[src/rtl/lfsr_pkg.sv]
// Shared definitions for the 32-bit XNOR LFSR stream (taps 32,22,2,1 with
// zero-word insertion). Both the generator and the receive-side checker use
// lfsr_step() so the two ends cannot drift apart.
//   LFSR_W       word width
//   TAP_*        0-based bit indices of the feedback taps
//   INS_TRIGGER  word whose arrival is preceded by an inserted all-zero word
//   chk_state_e  checker acquisition state
package lfsr_pkg;

  localparam int LFSR_W = 32;

  // Taps 32,22,2,1 expressed as 0-based bit positions.
  localparam int TAP_A = 31;
  localparam int TAP_B = 21;
  localparam int TAP_C = 1;
  localparam int TAP_D = 0;

  localparam logic [LFSR_W-1:0] INS_TRIGGER = 32'h0000_0003;

  typedef enum logic [1:0] {
    SEARCH,
    VERIFY,
    LOCKED
  } chk_state_e;

  // One raw shift of the XNOR LFSR, without zero-word insertion.
  function automatic logic [LFSR_W-1:0] lfsr_step(input logic [LFSR_W-1:0] x);
    return {x[LFSR_W-2:0], ~(x[TAP_A] ^ x[TAP_B] ^ x[TAP_C] ^ x[TAP_D])};
  endfunction

endpackage

[src/rtl/lfsr_predict.sv]
// Combinational predictor advance for the LFSR stream including the
// zero-word insertion rule.
//   word          word to advance from (last seen or last predicted)
//   ins_pend      an inserted zero was the previous prediction; 0x3 follows
//   exp_next      predicted next word
//   ins_pend_next set when exp_next is the inserted zero word
module lfsr_predict
  import lfsr_pkg::*;
(
  input  logic [LFSR_W-1:0] word,
  input  logic              ins_pend,
  output logic [LFSR_W-1:0] exp_next,
  output logic              ins_pend_next
);

  logic [LFSR_W-1:0] stepped;

  always_comb begin
    // NOTE: every output gets a default before any branch so no path can
    // leave a value unassigned and infer a latch.
    stepped       = lfsr_step(word);
    exp_next      = stepped;
    ins_pend_next = 1'b0;
    if (ins_pend) begin
      // The zero was already emitted; the word it displaced comes now.
      exp_next = INS_TRIGGER;
    end else if (stepped == INS_TRIGGER) begin
      exp_next      = '0;
      ins_pend_next = 1'b1;
    end
  end

endmodule

[config.mk]
export PLATFORM = sky130hd
export DESIGN_NAME = lfsr_predict
export DESIGN_NICKNAME = d
export VERILOG_FILES = /design/src/rtl/lfsr_pkg.sv /design/src/rtl/lfsr_predict.sv
export SDC_FILE = /design/constraint.sdc
export NUM_CORES = 1
export LEC_CHECK = 0
export ABC_AREA = 1
export CORE_MARGIN = 1.5
export CORE_UTILIZATION = 28
export DETAILED_ROUTE_END_ITERATION = 8
export GPL_ROUTABILITY_DRIVEN = 0
export PLACE_DENSITY = 0.89
export SETUP_SLACK_MARGIN = 0.05
export SYNTH_ARGS = -nofsm -noshare
export SYNTH_HDL_FRONTEND = slang
export SYNTH_SLANG_ARGS = --single-unit
[constraint.sdc]
create_clock -name vclk -period 3.4
set_input_delay 1.02 -clock vclk [all_inputs]
set_output_delay 1.02 -clock vclk [all_outputs]
set_load 0.02 [all_outputs]
==> impl_metrics.tcl <==
set metrics [dict create \
    register_area_um2 0 \
    path_max_fanout 2 \
    n_antenna_cell 0 \
    critPathKind "in -> out" \
    p_leak_nw 0.737 \
    overflow 0 \
    crit_required_ns 2.38 \
    final_util 0.794 \
    area_growth_pct 153 \
    ys_warn_count 0 \
    cpLargestDelayFamily "simple AND/OR/NAND/NOR gates" \
    max_freq_mhz 307 \
    maxSlewViolCount 0 \
    tightestPinTransition_ns 0.228 \
    drive_above_1_share 0.139 \
    grt_start_max_net_pins 18 \
    ant_nets 0 \
    final_common_cell "nor2_1" \
    pwr_density_cell_mw_per_mm2 125 \
    dp_cells 210 \
    fin_cells 210 \
    post_cts.repair.setup_buffers 0 \
    die_area_mm2 0.00203 \
    crit_path_frequent_cell "nand2_1" \
    pre_cts_ws_ns -0.588 \
    status "finished, final reports clean" \
    hpwlAfterDp_um 1740 \
    rows 14 \
    wirelength_um 2000 \
    drtPass1Iterations 6 \
    grt_pass1_vias 818 \
    initial_utilization 0.313 \
    crit_chain "buf_6 > xnor2_2 > xor2_1 > inv_1 > ha_2 > nand2_1 > nor2_1 > nand2_1 > o21ai_1 > nand2_1 > buf_6" \
    vdd_drop_max_mv 0.0721 \
    ios 66 \
    hold_ws_ns 2.40 \
    slew_headroom 0.849 \
    viasPerCell 4.32 \
    die_h_um 45.0 \
    drt_iter0_drc 17 \
    synth.avg_cell_area_um2 4.19 \
    ys_types 11 \
    top_usage_layer "met2" \
    critPathMaxStageDelay_ns 0.17 \
    finalSetupViolCount 0 \
    cap_violations 0 \
    rsz0062_at_grt "false" \
    worstPathArrival_ns 2.23 \
    post-route-cell-area_mm2 0.00125 \
    antenna_found_initial 0 \
    port_buffers 66 \
    avgRoutedWirePerCell_um 9.52 \
    period_share 0.956 \
    fin_nets 230 \
    cp_slowest_cell "ha_2" \
    path_buf_inv 3 \
    global_route.usage.met2 0.414 \
    syn-cell-area_um2 494 \
    grt_use_total 0.194 \
    pwr-share-clk 0 \
    hold_path_class "in -> out" \
    synth_cells 118 \
    seqPwrFrac 0 \
    use_met3 0.0120 \
    drc 0 \
    p_sw_frac 0.481 \
    vias 908 \
    period_needed_ns 3.25 \
    finalHoldViolations 0 \
    placed_cell_area_mm2 0.00127 \
    synth-seq-area-share 0 \
    power.internal_mw 0.0813 \
    crit_path_end_kind "output pin" \
    synth_fp_nets 152 \
    fin_ws_ns 0.148 \
    core_area_mm2 0.00158 \
    grt_use_met1 0.210 \
    seq_cell_count 0 \
    grt_pass1_wl_um 3090 \
    clkbuf_count 0 \
    final_cell_mix "nor2_1 (49), inv_1 (33), dlygate4sd2_1 (30), clkdlybuf4s50_1 (29), nand2_1 (14)" \
    switchingPower_mw 0.0752 \
    p_comb_frac 1.000 \
    fp.dieW_um 45.0 \
    worst_setup_path_start_kind "primary input" \
]
## cell type report
class,instances,area (um2)
Timing Repair Buffer,79,736
Multi-Input combinational cell,82,372
Fill cell,145,325
Inverter,33,124
Tap cell,16,20.0
## cells in the mapped netlist, drive strengths merged
cell   count  area share
buf        3       0.030
ha         1       0.025
inv       33        0.25
nand2     14        0.11
nand3      8       0.081
nor2      54        0.43
nor3       1       0.020
o21ai      2       0.020
xnor2      1       0.018
xor2       1       0.018
## stage by stage
| stage | TNS (ns) | power (mW) |
|---|---|---|
| floorplan | 0 | 0.0649 |
| global placement | -2.53 | 0.164 |
| detailed placement | -2.71 | 0.167 |
| CTS | 0 | 0.154 |
| global route | 0 | 0.171 |
| finish | 0 | 0.157 |
## metal layers
metal / share of wire / up-vias
li1: - / 488
met1: 0.37 / 385
met2: 0.56 / 35
met3: 0.067 / 0
met4: 0 / 0
met5: 0 / -
## worst min-delay path, stage by stage
cell and delay (ns):
dlymetal6s2s_1 0.10, o21ai_1 0.07, nand2_1 0.07, buf_6 0.11
## power by group through the flow
| stage | combinational, mW | sequential (mW) | clock [mW] |
|---|---|---|---|
| 2_1_floorplan | 0.0649 | 0 | 0 |
| 3_3_place_gp | 0.164 | 0 | 0 |
| 3_5_place_dp | 0.167 | 0 | 0 |
| 4_1_cts | 0.154 | 0 | 0 |
| 5_1_grt | 0.171 | 0 | 0 |
| 6_report | 0.157 | 0 | 0 |
## kinds of logic after synthesis
family,count (synthesis),synth area share
simple gates,77,0.638
xor+xnor,2,0.0354
buf+inv,36,0.281
compound gates,2,0.0203
fa+ha+maj,1,0.0253
## final timing paths
check | from | endpoint | cells after the start
setup / recovery | word[21] | exp_next[1] | 11
hold / removal | word[0] | exp_next[1] | 4
## repair_timing
action                     4_1_cts  5_1_grt
setup endpoints to repair       33        3
pin swaps                        6        6
hold buffers                     0        0
resized for setup               51       12
cloned                           0        0
hold endpoints to repair         0        0
No activity file was read; power rests on OpenSTA's default activity.
